===== config.mk =====
export PLATFORM = sky130hd
export DESIGN_NAME = tlb_cp0_ctrl_flat
export DESIGN_NICKNAME = d
export VERILOG_FILES = /design/src/rtl/tlb_cp0_ctrl_pkg.sv /design/src/rtl/tlb_cp0_ctrl_if.sv /design/src/rtl/tlb_cp0_ctrl_random.sv /design/src/rtl/tlb_cp0_ctrl.sv /design/src/flat_wrapper.sv
export SDC_FILE = /design/constraint.sdc
export NUM_CORES = 1
export LEC_CHECK = 0
export BUFFER_PORTS_ARGS = -buffer_cell sky130_fd_sc_hd__buf_2
export CORE_MARGIN = 2
export CORE_UTILIZATION = 56
export DETAILED_ROUTE_END_ITERATION = 8
export GPL_TIMING_DRIVEN = 0
export PLACE_DENSITY_LB_ADDON = 0.08
export SLEW_MARGIN = 20
export SYNTH_ARGS = -nofsm -noshare
export SYNTH_HDL_FRONTEND = slang
export SYNTH_SLANG_ARGS = --single-unit

===== constraint.sdc =====
create_clock -name clk -period 5.56 [get_ports clk]
set_input_delay 0.556 -clock clk [delete_from_list [all_inputs] [get_ports clk]]
set_output_delay 0.556 -clock clk [all_outputs]
set_load 0.05 [all_outputs]

===== src/rtl/tlb_cp0_ctrl_pkg.sv =====
// ---------------------------------------------------------------------------
// tlb_cp0_ctrl_pkg
//
// Shared definitions for the CP0 TLB controller slice: TLB instruction and
// request encodings, the record exchanged with the TLB, CP0 register numbers
// and the writable-bit masks of each register.
//
// No ports (package).
// ---------------------------------------------------------------------------
package tlb_cp0_ctrl_pkg;

  // Width of a TLB index; the controller is sized for up to 32 entries.
  localparam int INDEX_W = 5;

  // CP0 register numbers handled by this block.
  localparam logic [4:0] CP0_INDEX    = 5'd0;
  localparam logic [4:0] CP0_RANDOM   = 5'd1;
  localparam logic [4:0] CP0_ENTRYLO0 = 5'd2;
  localparam logic [4:0] CP0_ENTRYLO1 = 5'd3;
  localparam logic [4:0] CP0_PAGEMASK = 5'd5;
  localparam logic [4:0] CP0_WIRED    = 5'd6;
  localparam logic [4:0] CP0_ENTRYHI  = 5'd10;

  // Software-writable bits of each register; everything else reads as 0.
  localparam logic [31:0] INDEX_MASK   = 32'h0000_001F;
  localparam logic [31:0] ENTRYLO_MASK = 32'h03FF_FFFF;
  localparam logic [31:0] WIRED_MASK   = 32'h0000_001F;
  localparam logic [31:0] ENTRYHI_MASK = 32'hFFFF_E0FF;

  // TLB instruction presented by the pipeline.
  typedef enum logic [1:0] {
    OP_TLBP,
    OP_TLBR,
    OP_TLBWI,
    OP_TLBWR
  } tlb_op_t;

  // Request driven to the TLB; REQ_NONE whenever no operation is in flight.
  typedef enum logic [2:0] {
    REQ_NONE,
    REQ_TLBP,
    REQ_TLBR,
    REQ_TLBWI,
    REQ_TLBWR
  } tlb_req_t;

  // Entry image exchanged with the TLB in both directions.
  typedef struct packed {
    logic [INDEX_W-1:0] index;
    logic [31:0]        entryhi;
    logic [31:0]        entrylo0;
    logic [31:0]        entrylo1;
    logic [31:0]        pagemask;
  } tlb_t;

  // Controller sequencing states.
  typedef enum logic [1:0] {
    ST_IDLE,
    ST_REQ,
    ST_WAIT,
    ST_WB
  } ctrl_state_t;

  // Map a pipeline instruction onto the matching TLB request code.
  function automatic tlb_req_t op_to_req(tlb_op_t op);
    tlb_req_t req;
    case (op)
      OP_TLBP:  req = REQ_TLBP;
      OP_TLBR:  req = REQ_TLBR;
      OP_TLBWI: req = REQ_TLBWI;
      OP_TLBWR: req = REQ_TLBWR;
      default:  req = REQ_NONE;
    endcase
    return req;
  endfunction

endpackage


===== src/rtl/tlb_cp0_ctrl_if.sv =====
// ---------------------------------------------------------------------------
// tlb_cp0_ctrl_if
//
// Bundles every non-clock signal of the CP0 TLB controller.
//   Pipeline side : op_valid, op_code, op_ready, op_done
//   MTC0/MFC0     : cp0_we, cp0_waddr, cp0_wdata, cp0_raddr, cp0_rdata
//   Exceptions    : exc_valid, exc_vaddr
//   TLB side      : tlb_req, tlb_info, tlb_res, tlb_done,
//                   tlb_probe_hit, tlb_probe_idx
// Modport slave is the controller's view; master is the surrounding
// pipeline/TLB environment.
// ---------------------------------------------------------------------------
interface tlb_cp0_ctrl_if import tlb_cp0_ctrl_pkg::*; ();

  logic               op_valid;
  tlb_op_t            op_code;
  logic               op_ready;
  logic               op_done;

  logic               cp0_we;
  logic [4:0]         cp0_waddr;
  logic [31:0]        cp0_wdata;
  logic [4:0]         cp0_raddr;
  logic [31:0]        cp0_rdata;

  logic               exc_valid;
  logic [31:0]        exc_vaddr;

  tlb_req_t           tlb_req;
  tlb_t               tlb_info;
  tlb_t               tlb_res;
  logic               tlb_done;
  logic               tlb_probe_hit;
  logic [INDEX_W-1:0] tlb_probe_idx;

  modport slave (
    input  op_valid, op_code,
    input  cp0_we, cp0_waddr, cp0_wdata, cp0_raddr,
    input  exc_valid, exc_vaddr,
    input  tlb_res, tlb_done, tlb_probe_hit, tlb_probe_idx,
    output op_ready, op_done, cp0_rdata, tlb_req, tlb_info
  );

  modport master (
    output op_valid, op_code,
    output cp0_we, cp0_waddr, cp0_wdata, cp0_raddr,
    output exc_valid, exc_vaddr,
    output tlb_res, tlb_done, tlb_probe_hit, tlb_probe_idx,
    input  op_ready, op_done, cp0_rdata, tlb_req, tlb_info
  );

endinterface


===== src/rtl/tlb_cp0_ctrl_random.sv =====
// ---------------------------------------------------------------------------
// tlb_random
//
// Holds the CP0 Wired register and the free-running Random replacement
// pointer. Random counts down once per cycle from TLBEntries-1 and wraps
// back to the top after reaching Wired (or 0), so the wired entries below
// it are never chosen by TLBWR.
//
// Ports:
//   clk, resetn    clock and asynchronous active-low reset
//   wired_we_i     MTC0 write to Wired this cycle
//   wired_wdata_i  MTC0 write data (masked to the Wired field here)
//   random_o       current Random value
//   wired_o        current Wired value
// ---------------------------------------------------------------------------
module tlb_random import tlb_cp0_ctrl_pkg::*; #(
  parameter int TLBEntries = 32
) (
  input  logic               clk,
  input  logic               resetn,
  input  logic               wired_we_i,
  input  logic [31:0]        wired_wdata_i,
  output logic [INDEX_W-1:0] random_o,
  output logic [INDEX_W-1:0] wired_o
);

  localparam logic [INDEX_W-1:0] RandomTop = INDEX_W'(TLBEntries - 1);

  logic [INDEX_W-1:0] random_q, random_d;
  logic [INDEX_W-1:0] wired_q, wired_d;
  logic               wiredOutOfRange;

  // A Wired value that covers the whole TLB leaves no replaceable entry,
  // so Random is pinned at the top in that case.
  assign wiredOutOfRange = (32'(wired_q) >= 32'(TLBEntries));

  // Next Random/Wired: a Wired write restarts the countdown from the top;
  // otherwise count down and wrap at the Wired boundary or at zero.
  always_comb begin
    wired_d  = wired_q;
    random_d = random_q;
    if (wired_we_i) begin
      wired_d  = INDEX_W'(wired_wdata_i & WIRED_MASK);
      random_d = RandomTop;
    end else if (wiredOutOfRange) begin
      random_d = RandomTop;
    end else if ((random_q == wired_q) || (random_q == '0)) begin
      random_d = RandomTop;
    end else begin
      random_d = random_q - 1'b1;
    end
  end

  always_ff @(posedge clk or negedge resetn) begin
    if (!resetn) begin
      random_q <= RandomTop;
      wired_q  <= '0;
    end else begin
      random_q <= random_d;
      wired_q  <= wired_d;
    end
  end

  assign random_o = random_q;
  assign wired_o  = wired_q;

endmodule


===== src/rtl/tlb_cp0_ctrl.sv =====
// ---------------------------------------------------------------------------
// tlb_cp0_ctrl
//
// CP0 side of TLB management. Owns Index, EntryLo0/1, EntryHi (and, through
// tlb_random, Random and Wired), sequences TLBP/TLBR/TLBWI/TLBWR against an
// external TLB and writes the results back into CP0.
//
// Ports:
//   clk     sole clock, rising edge
//   resetn  asynchronous active-low reset
//   bus     tlb_cp0_ctrl_if.slave: pipeline handshake, MTC0/MFC0 port,
//           exception commit, and the TLB request/response signals
//
// Operation flow: IDLE accepts an op and snapshots the entry image, REQ and
// WAIT present it to the TLB, WB writes the result back and pulses op_done.
// An exception commit while busy abandons the op without writeback.
// ---------------------------------------------------------------------------
module tlb_cp0_ctrl import tlb_cp0_ctrl_pkg::*; #(
  parameter int TLBEntries = 32
) (
  input logic           clk,
  input logic           resetn,
  tlb_cp0_ctrl_if.slave bus
);

  ctrl_state_t        state_q, state_d;
  tlb_op_t            op_q, op_d;
  tlb_t               info_q, info_d;

  // TLB response captured on tlb_done, consumed in WB.
  logic               probeHit_q, probeHit_d;
  logic [INDEX_W-1:0] probeIdx_q, probeIdx_d;
  logic [31:0]        resHi_q, resHi_d;
  logic [31:0]        resLo0_q, resLo0_d;
  logic [31:0]        resLo1_q, resLo1_d;

  // CP0 registers.
  logic               indexP_q, indexP_d;
  logic [INDEX_W-1:0] indexVal_q, indexVal_d;
  logic [31:0]        entryLo0_q, entryLo0_d;
  logic [31:0]        entryLo1_q, entryLo1_d;
  logic [31:0]        entryHi_q, entryHi_d;

  logic [INDEX_W-1:0] randomVal;
  logic [INDEX_W-1:0] wiredVal;
  logic               wiredWe;

  logic               opReady;
  logic               wbEn;
  tlb_req_t           tlbReq;
  logic [31:0]        rdata;

  // Only the entry fields of tlb_res and the VPN2 part of exc_vaddr matter.
  logic               unusedBits;
  assign unusedBits = ^{bus.tlb_res.index, bus.tlb_res.pagemask, bus.exc_vaddr[12:0]};

  tlb_random #(
    .TLBEntries (TLBEntries)
  ) u_random (
    .clk           (clk),
    .resetn        (resetn),
    .wired_we_i    (wiredWe),
    .wired_wdata_i (bus.cp0_wdata),
    .random_o      (randomVal),
    .wired_o       (wiredVal)
  );

  // A committing exception blocks new ops in the same cycle so that an op
  // never starts on a pipeline that is being flushed.
  assign opReady = (state_q == ST_IDLE) && !bus.exc_valid;

  // Sequencing: next state, op/entry snapshot at accept, response capture
  // on tlb_done, and the request/writeback strobes. The snapshot keeps
  // tlb_info stable while Random keeps counting underneath it.
  always_comb begin
    state_d    = state_q;
    op_d       = op_q;
    info_d     = info_q;
    probeHit_d = probeHit_q;
    probeIdx_d = probeIdx_q;
    resHi_d    = resHi_q;
    resLo0_d   = resLo0_q;
    resLo1_d   = resLo1_q;
    tlbReq     = REQ_NONE;
    wbEn       = 1'b0;

    case (state_q)
      ST_IDLE: begin
        if (bus.op_valid && opReady) begin
          state_d         = ST_REQ;
          op_d            = bus.op_code;
          info_d.index    = (bus.op_code == OP_TLBWR) ? randomVal : indexVal_q;
          info_d.entryhi  = entryHi_q;
          info_d.entrylo0 = entryLo0_q;
          info_d.entrylo1 = entryLo1_q;
          info_d.pagemask = '0;
        end
      end
      ST_REQ: begin
        tlbReq  = op_to_req(op_q);
        state_d = ST_WAIT;
      end
      ST_WAIT: begin
        tlbReq = op_to_req(op_q);
        if (bus.tlb_done) begin
          state_d    = ST_WB;
          probeHit_d = bus.tlb_probe_hit;
          probeIdx_d = bus.tlb_probe_idx;
          resHi_d    = bus.tlb_res.entryhi;
          resLo0_d   = bus.tlb_res.entrylo0;
          resLo1_d   = bus.tlb_res.entrylo1;
        end
      end
      ST_WB: begin
        wbEn    = 1'b1;
        state_d = ST_IDLE;
      end
      default: begin
        state_d = ST_IDLE;
      end
    endcase

    // Exception commit abandons whatever op is in flight.
    if (bus.exc_valid && (state_q != ST_IDLE)) begin
      state_d = ST_IDLE;
      wbEn    = 1'b0;
    end
  end

  always_ff @(posedge clk or negedge resetn) begin
    if (!resetn) begin
      state_q    <= ST_IDLE;
      op_q       <= OP_TLBP;
      info_q     <= '0;
      probeHit_q <= 1'b0;
      probeIdx_q <= '0;
      resHi_q    <= '0;
      resLo0_q   <= '0;
      resLo1_q   <= '0;
    end else begin
      state_q    <= state_d;
      op_q       <= op_d;
      info_q     <= info_d;
      probeHit_q <= probeHit_d;
      probeIdx_q <= probeIdx_d;
      resHi_q    <= resHi_d;
      resLo0_q   <= resLo0_d;
      resLo1_q   <= resLo1_d;
    end
  end

  // Register next-state, lowest priority first: MTC0, then op writeback,
  // then exception commit. A higher-priority source takes the whole
  // register, so the lower one's write to it is discarded.
  always_comb begin
    indexP_d   = indexP_q;
    indexVal_d = indexVal_q;
    entryLo0_d = entryLo0_q;
    entryLo1_d = entryLo1_q;
    entryHi_d  = entryHi_q;
    wiredWe    = 1'b0;

    if (bus.cp0_we) begin
      case (bus.cp0_waddr)
        CP0_INDEX:    indexVal_d = INDEX_W'(bus.cp0_wdata & INDEX_MASK);
        CP0_ENTRYLO0: entryLo0_d = bus.cp0_wdata & ENTRYLO_MASK;
        CP0_ENTRYLO1: entryLo1_d = bus.cp0_wdata & ENTRYLO_MASK;
        CP0_ENTRYHI:  entryHi_d  = bus.cp0_wdata & ENTRYHI_MASK;
        CP0_WIRED:    wiredWe    = 1'b1;
        default:      ;
      endcase
    end

    if (wbEn) begin
      case (op_q)
        OP_TLBP: begin
          // A miss only raises P; the previous index is kept.
          if (probeHit_q) begin
            indexP_d   = 1'b0;
            indexVal_d = probeIdx_q;
          end else begin
            indexP_d   = 1'b1;
            indexVal_d = indexVal_q;
          end
        end
        OP_TLBR: begin
          entryHi_d  = resHi_q & ENTRYHI_MASK;
          entryLo0_d = resLo0_q & ENTRYLO_MASK;
          entryLo1_d = resLo1_q & ENTRYLO_MASK;
        end
        default: ;
      endcase
    end

    // Faulting VPN2 replaces EntryHi[31:13]; the ASID is preserved.
    if (bus.exc_valid) begin
      entryHi_d = {bus.exc_vaddr[31:13], entryHi_q[12:0]};
    end
  end

  always_ff @(posedge clk or negedge resetn) begin
    if (!resetn) begin
      indexP_q   <= 1'b0;
      indexVal_q <= '0;
      entryLo0_q <= '0;
      entryLo1_q <= '0;
      entryHi_q  <= '0;
    end else begin
      indexP_q   <= indexP_d;
      indexVal_q <= indexVal_d;
      entryLo0_q <= entryLo0_d;
      entryLo1_q <= entryLo1_d;
      entryHi_q  <= entryHi_d;
    end
  end

  // MFC0 read of registered state; same-cycle writes are not forwarded.
  always_comb begin
    rdata = '0;
    case (bus.cp0_raddr)
      CP0_INDEX:    rdata = {indexP_q, (31 - INDEX_W)'(0), indexVal_q};
      CP0_RANDOM:   rdata = 32'(randomVal);
      CP0_ENTRYLO0: rdata = entryLo0_q;
      CP0_ENTRYLO1: rdata = entryLo1_q;
      CP0_WIRED:    rdata = 32'(wiredVal);
      CP0_ENTRYHI:  rdata = entryHi_q;
      default:      rdata = '0;
    endcase
  end

  assign bus.op_ready  = opReady;
  assign bus.op_done   = wbEn;
  assign bus.tlb_req   = tlbReq;
  assign bus.tlb_info  = info_q;
  assign bus.cp0_rdata = rdata;

endmodule


===== src/flat_wrapper.sv =====
// flat-port wrapper written by rule: the top's interface ports become plain ports
module tlb_cp0_ctrl_flat import tlb_cp0_ctrl_pkg::*;
#(
  parameter int TLBEntries = 32
)
  (clk, resetn, bus_op_valid, bus_op_code, bus_cp0_we, bus_cp0_waddr, bus_cp0_wdata, bus_cp0_raddr, bus_exc_valid, bus_exc_vaddr, bus_tlb_res, bus_tlb_done, bus_tlb_probe_hit, bus_tlb_probe_idx, bus_op_ready, bus_op_done, bus_cp0_rdata, bus_tlb_req, bus_tlb_info);
  tlb_cp0_ctrl_if bus_i ();
  input logic clk;
  input logic resetn;
  input wire logic [$bits(bus_i.op_valid)-1:0] bus_op_valid;
  input wire logic [$bits(bus_i.op_code)-1:0] bus_op_code;
  input wire logic [$bits(bus_i.cp0_we)-1:0] bus_cp0_we;
  input wire logic [$bits(bus_i.cp0_waddr)-1:0] bus_cp0_waddr;
  input wire logic [$bits(bus_i.cp0_wdata)-1:0] bus_cp0_wdata;
  input wire logic [$bits(bus_i.cp0_raddr)-1:0] bus_cp0_raddr;
  input wire logic [$bits(bus_i.exc_valid)-1:0] bus_exc_valid;
  input wire logic [$bits(bus_i.exc_vaddr)-1:0] bus_exc_vaddr;
  input wire logic [$bits(bus_i.tlb_res)-1:0] bus_tlb_res;
  input wire logic [$bits(bus_i.tlb_done)-1:0] bus_tlb_done;
  input wire logic [$bits(bus_i.tlb_probe_hit)-1:0] bus_tlb_probe_hit;
  input wire logic [$bits(bus_i.tlb_probe_idx)-1:0] bus_tlb_probe_idx;
  output wire logic [$bits(bus_i.op_ready)-1:0] bus_op_ready;
  output wire logic [$bits(bus_i.op_done)-1:0] bus_op_done;
  output wire logic [$bits(bus_i.cp0_rdata)-1:0] bus_cp0_rdata;
  output wire logic [$bits(bus_i.tlb_req)-1:0] bus_tlb_req;
  output wire logic [$bits(bus_i.tlb_info)-1:0] bus_tlb_info;
  assign bus_i.op_valid = bus_op_valid;
  assign bus_i.op_code = bus_op_code;
  assign bus_i.cp0_we = bus_cp0_we;
  assign bus_i.cp0_waddr = bus_cp0_waddr;
  assign bus_i.cp0_wdata = bus_cp0_wdata;
  assign bus_i.cp0_raddr = bus_cp0_raddr;
  assign bus_i.exc_valid = bus_exc_valid;
  assign bus_i.exc_vaddr = bus_exc_vaddr;
  assign bus_i.tlb_res = bus_tlb_res;
  assign bus_i.tlb_done = bus_tlb_done;
  assign bus_i.tlb_probe_hit = bus_tlb_probe_hit;
  assign bus_i.tlb_probe_idx = bus_tlb_probe_idx;
  assign bus_op_ready = bus_i.op_ready;
  assign bus_op_done = bus_i.op_done;
  assign bus_cp0_rdata = bus_i.cp0_rdata;
  assign bus_tlb_req = bus_i.tlb_req;
  assign bus_tlb_info = bus_i.tlb_info;
  tlb_cp0_ctrl #(.TLBEntries(TLBEntries)) u_core (.clk(clk), .resetn(resetn), .bus(bus_i));
endmodule

======== Word-level counts from Yosys, hierarchy flattened ========
Index checks and enable logic that the tools add are counted.
cells by class
  reductions and logical operators ........ 16
  add/subtract/negate cells ............... 1
  multiplexer cells ....................... 33
  equality and inequality tests ........... 20
operators by type and width
  operator                                           number
  two-way mux 32 bit                                 13
  case mux 32 bit (6 select lines)                   1
  two-way mux 5 bit                                  8
  == test 5 x 2 -> 1 bit (second input constant)     4
  zero test 5 bit                                    3
  case mux 3 bit (4 select lines)                    1
  == test 2 bit (second input constant)              5
  == test 5 x 3 -> 1 bit (second input constant)     2
  == test 5 x 4 -> 1 bit (second input constant)     2
  case mux 2 bit (4 select lines)                    1
  AND reduction 2 bit                                4
  two-way mux 2 bit                                  3
  != test 3 x 2 -> 1 bit (second input constant)     2
  == test 5 x 1 -> 1 bit (second input constant)     1
  == test 5 bit                                      1
  two-way mux 1 bit                                  5
  subtractor 5 x 1 -> 5 bit (second input constant)  1
  == test 2 x 1 -> 1 bit (second input constant)     2
  zero test 2 bit                                    2
  logical AND 1 bit                                  3
  two-way mux 3 bit                                  1
  != test 3 bit (second input constant)              1
  nonzero test 2 bit                                 1
  OR reduction 2 bit                                 1
  other kinds (2)                                    2
word-level totals
  bits in registers ....................... 307
  word-level logic and storage cells ...... 89
  output and inout bits ................... 170
  bits of input ports ..................... 221

======== Longest topological paths before layout ========
  depth after elaboration ................. 6
  gate-level depth with buffers ........... 8
  depth with buffers taken out ............ 6

======== Hierarchy ========
Synthesis repeated with hierarchy kept, for this count alone.
second synthesis, totals
  cells, all modules ...................... 1,143
  area total of the unflattened synthesis .. 13,331.5 um^2
modules (own cells, without submodules)
  module        sequential area each (um^2)  times used  cells an instance  area an instance (um^2)
  tlb_cp0_ctrl  7,307.0                      1           1,106              12,854.8
  tlb_random    256.5                        1           37                 476.7

======== Least setup slack after synthesis ========
No wires, ideal clock.
  kind .................................... in2out
  start point ............................. in bus_cp0_raddr[1]
  end point ............................... out bus_cp0_rdata[0]
  setup slack ............................. 2.773 ns
  buffers on the path ..................... 1
  data required time ...................... 5.004 ns
  data arrival time ....................... 2.231 ns
  cell stages on the path ................. 4
  cells stage by stage .................... clkbuf_1 and2_0 a21oi_1 o21ai_0
between the ends
  word-level cells in the longest chain between the ends .. 2
  elaborated cells between the ends (all ways) .. 7
ends and longest elaborated chain
  what                                            RTL line             source
  from (decl)                                     flat_wrapper.sv:15   input wire logic [$bits(bus_i.cp0_raddr)-1:0] bus_cp0_raddr;
  == test 5 x 4 -> 1 bit (tied with other cells)  tlb_cp0_ctrl.sv:220  case (bus.cp0_raddr)
  case mux 32 bit (6 select lines) *              tlb_cp0_ctrl.sv:220
  to (decl)                                       flat_wrapper.sv:24   output wire logic [$bits(bus_i.cp0_rdata)-1:0] bus_cp0_rdata;
Mark *: on every way between the ends. The rest lies on a longest branch, timed or not.

======== Final worst setup path ========
  start point ............................. in bus_cp0_raddr[3]
  end point ............................... out bus_cp0_rdata[7]
Same word-level chain as after synthesis.

==> summary.txt <==
STA
  – Worst clock skew: 0.02217 ns
  – FMAX: 289.1 MHz
  – WHS: 0.2258 ns
  – Final hold violation count: 0
  – Fin crit share: 62.20%
  – # setup viols final: 0
  – Unrepaired setup endpoints after global routing: no
  – Min cycle time layout: 3.459 ns
  – Relative slew slack: 33.04%
  – Slew Viols, Final: 0
  – Worst-Margin Slew: 0.9905 ns

Setup path
  – CP arrival: 2.90 ns
  – Worst path slowest cell: clkbuf_1
  – Buffers & Inverters on Critical Path: 5
  – Delay of the slowest critical-path stage: 0.71 ns
  – Crit Path Max Fanout: 10
  – WP data required: 5.00 ns
  – Startpoint types: input port
  – CP endpoint kind: output pin
  – CP cell instances: buf_2 > or3_1 > clkbuf_1 > nor2_1 > clkbuf_1 > a222oi_1 > inv_1 > buf_2
  – Kind of critical path: in2out
  – Critical path's top delay family: buffers and inverters

Power and ir drop
  – Clock Power Share: 22.8%
  – Sw frac: 39.05%
  – P_leak: 8.363 nW
  – Overall power: 8.842 mW
  – Logic pwr share: 34.9%
  – Maximum vdd drop: 0.0003518 V
  – Switching pwr: 3.453 mW
  – P per Cell Area: 542.9 nW/µm²
  – Pint: 5.389 mW
  – Sequential share of power: 42.3%

Drt
  – Via-to-Cell Ratio: 5.667
  – Routed vias: 10170
  – Residual DRC: 0
  – WL final: 38000 µm
  – Post-DR wirelength/cell: 21.17 µm
  – DR pass1 iterations: 8
  – Post-route ant nets: 0
  – DRT iter0 DRCs: 801

Synthesis
  – Post-synth EDFFs: 0
  – Post-Synth XOR/XNOR Area: 0.3310%
  – Post-Syn Instances: 1096
  – Post-synthesis cell type count: 50
  – #FFs+latches synth: 302
  – Syn avg cell area: 12.07 µm²
  – Synth Warn #: 0
  – Seq/Total Area, Yosys: 57.17%
  – Adder-cell share of the synthesized area: 0.7566%
  – Synth Area in Compound Gates: 9.126%
  – Area leader, netlist: dfrtp_1
  – Mux cell area share after synthesis: 18.28%
  – Main area contributors after synthesis: dfrtp_1 56%, mux2_2 16%, nand2_1 3.3%
  – Main combinational cell family by area after synthesis: multiplexers
  – Post-Syn Area: 13230 µm²
  – Commonest cells post-synth: 297 x dfrtp_1, 189 x mux2_2, 117 x nand2_1, 63 x nor2_1, 53 x a31oi_1
  – FFs w/ async S/R, synth: 100.0%
  – Predominant post-synthesis flop cell: dfrtp_1
  – Post-Synth Simple-Gate Area: 8.710%
  – Count leader, synth: dfrtp_1
  – Top cell type's share of synthesized area: 56.18%

GRT
  – Initial antenna violation count: 9
  – Largest net degree at the start of global routing: 92
  – Remaining Overflow, GRT: 0
  – GRT Overall Usage: 30.08%
  – First-pass GRT wire length: 56500 µm
  – Vias in the first global route: 10110

Floorplan
  – Core area: 23330 µm²
  – Die area: 24870 µm²
  – FP Rows: 56
  – Initial core utilization: 56.70%
  – Die width: 157.7 µm
  – Die height: 157.7 µm
  – # IOs: 391

Place
  – HPWL after DPL: 27520 µm
  – Port bufs: 288
  – GP Congestion: 0.8291

Cells and area
  – Area Overhead vs Synth: 23.09%
  – Sequential cell area: 7564 µm²
  – Net count, final: 1681
  – Filler cells: 1776
  – Area of the multi-input gates: 5042 µm²
  – Share of post-route cells with drive strength above 1: 40.15%

Clock tree
  – Clk_lat worst skew: 0.56 ns
  – Root buffer cell: clkbuf_16
  – CTS H-tree depth: 1
  – Clock transition at path regs: 0.06 ns
  – Total clock sinks: 302
  – Total CTS buffers: 31
  – TritonCTS clock tree: yes
  – Clk buf depth: 3
  – Resized cells post-CTS: 0

Min path
  – Hold Crit Class: in2reg

Outcome
  – Run status: completed

Run
  – Max-Cap Viols: 0
stage by stage:
step	utilization [%]	setup TNS, ns	setup WS (ns)	cells	instance area [µm²]
2_1_floorplan	-	0	2.773	1127	13350
3_3_place_gp	65.09	-499.28	-1.706	1734	15190
3_5_place_dp	65.49	0	2.185	1737	15280
4_1_cts	69.76	0	2.184	1791	16280
5_1_grt	69.79	0	2.000	1794	16280
6_report	69.80	0	2.101	1795	16290
area by class of cell:
type | count | area share [%]
antenna | 4 | 0.06146
buffer | 100 | 3.350
clock buffer | 47 | 5.685
clock inverter | 6 | 0.3688
inverter | 52 | 1.199
multi-input combinational | 673 | 30.96
sequential | 302 | 46.44
tap | 319 | 2.451
timing repair buffer | 292 | 9.481
flip-flops by register name (all words and copies together), names as in the netlist:
name / cells
u_core.state_q: 2
u_core.resHi_q: 27
u_core.op_q: 2
u_core.u_random.wired_o: 5
u_core.entryLo0_q: 32
u_core.resLo0_q: 26
u_core.u_random.random_o: 5
u_core.resLo1_q: 26
u_core.entryLo1_q: 32
u_core.indexP_q: 1
u_core.entryHi_q: 32
u_core.indexVal_q: 5
u_core.probeIdx_q: 5
u_core.bus.tlb_info: 101
u_core.probeHit_q: 1
per-layer routing:
metal | GRT usage [%] | routed length (µm) | vias to the layer above
met5 | 0 | 68 | -
met4 | 10.74 | 1324 | 10
met3 | 6.269 | 3072 | 85
met2 | 48.03 | 17950 | 446
met1 | 41.06 | 15580 | 5083
li1 | - | - | 4549
path summary, 6_finish.rpt:
path,startpoint,endpoint,slack (ns),cells after the start
setup / recovery,bus_cp0_raddr[3],bus_cp0_rdata[7],2.10,8
hold / removal,bus_tlb_res[41],u_core.resLo1_q[9]$_DFFE_PN0P_,0.23,2
setup reg to reg,u_core.state_q[0]$_DFFE_PN0P_,u_core.resLo1_q[10]$_DFFE_PN0P_,2.90,6
hold reg to reg,u_core.bus.tlb_info[132]$_DFFE_PN0P_,u_core.bus.tlb_info[132]$_DFFE_PN0P_,0.48,2
max in group asynchronous,resetn,u_core.entryLo0_q[15]$_DFF_PN0_,3.83,4
min in group asynchronous,resetn,u_core.bus.tlb_info[131]$_DFFE_PN0P_,0.54,2
what timing repair did:
action / CTS / global route
hold buffers: 1 / 0
buffers inserted: 0 / 0
hold endpoints to repair: 60 / 0
endpoints found under the setup margin: 0 / 0
logic make-up (layout without fill, tap and decap cells):
logic type / Yosys count / count (layout)
flops: 302 / 302
simple gates: 253 / 253
mux: 218 / 218
compound gates: 157 / 157
buf+inv: 152 / 497
fa+ha+maj: 8 / 8
xor+xnor: 5 / 5
other cells: 1 / 36
cell usage in the layout, fill, tap and decap left out, types with 3 or more instances in the layout:
cell and instances:
dfrtp_1 297, buf_16 3, diode_2 4, nor2_1 63, a31oi_1 53, a21oi_1 9
inv_1 52, a22o_1 5, mux2_2 189, clkbuf_1 52, buf_4 34, clkbuf_16 31
nand3_1 6, a21o_1 5, buf_2 302, xor2_1 4, conb_1 32, clkinv_2 3
o22a_1 16, a222oi_1 31, nand2b_1 4, nor2b_1 8, and3_1 13, nor3_1 21
buf_1 3, nand2_1 117, o21ai_0 13, and2_1 4, a221oi_1 19, clkbuf_8 9
ha_1 8, dfstp_2 5, mux2i_1 29
power groups by stage:
stage	clock network [mW]	logic (mW)	registers, mW
2_1_floorplan	0	1.35	4.57
3_3_place_gp	0	3.00	3.72
3_5_place_dp	0	3.09	3.75
4_1_cts	2.04	3.10	3.72
5_1_grt	2.12	3.28	3.83
6_report	2.01	3.09	3.74
(Power assumes the default switching activity.)
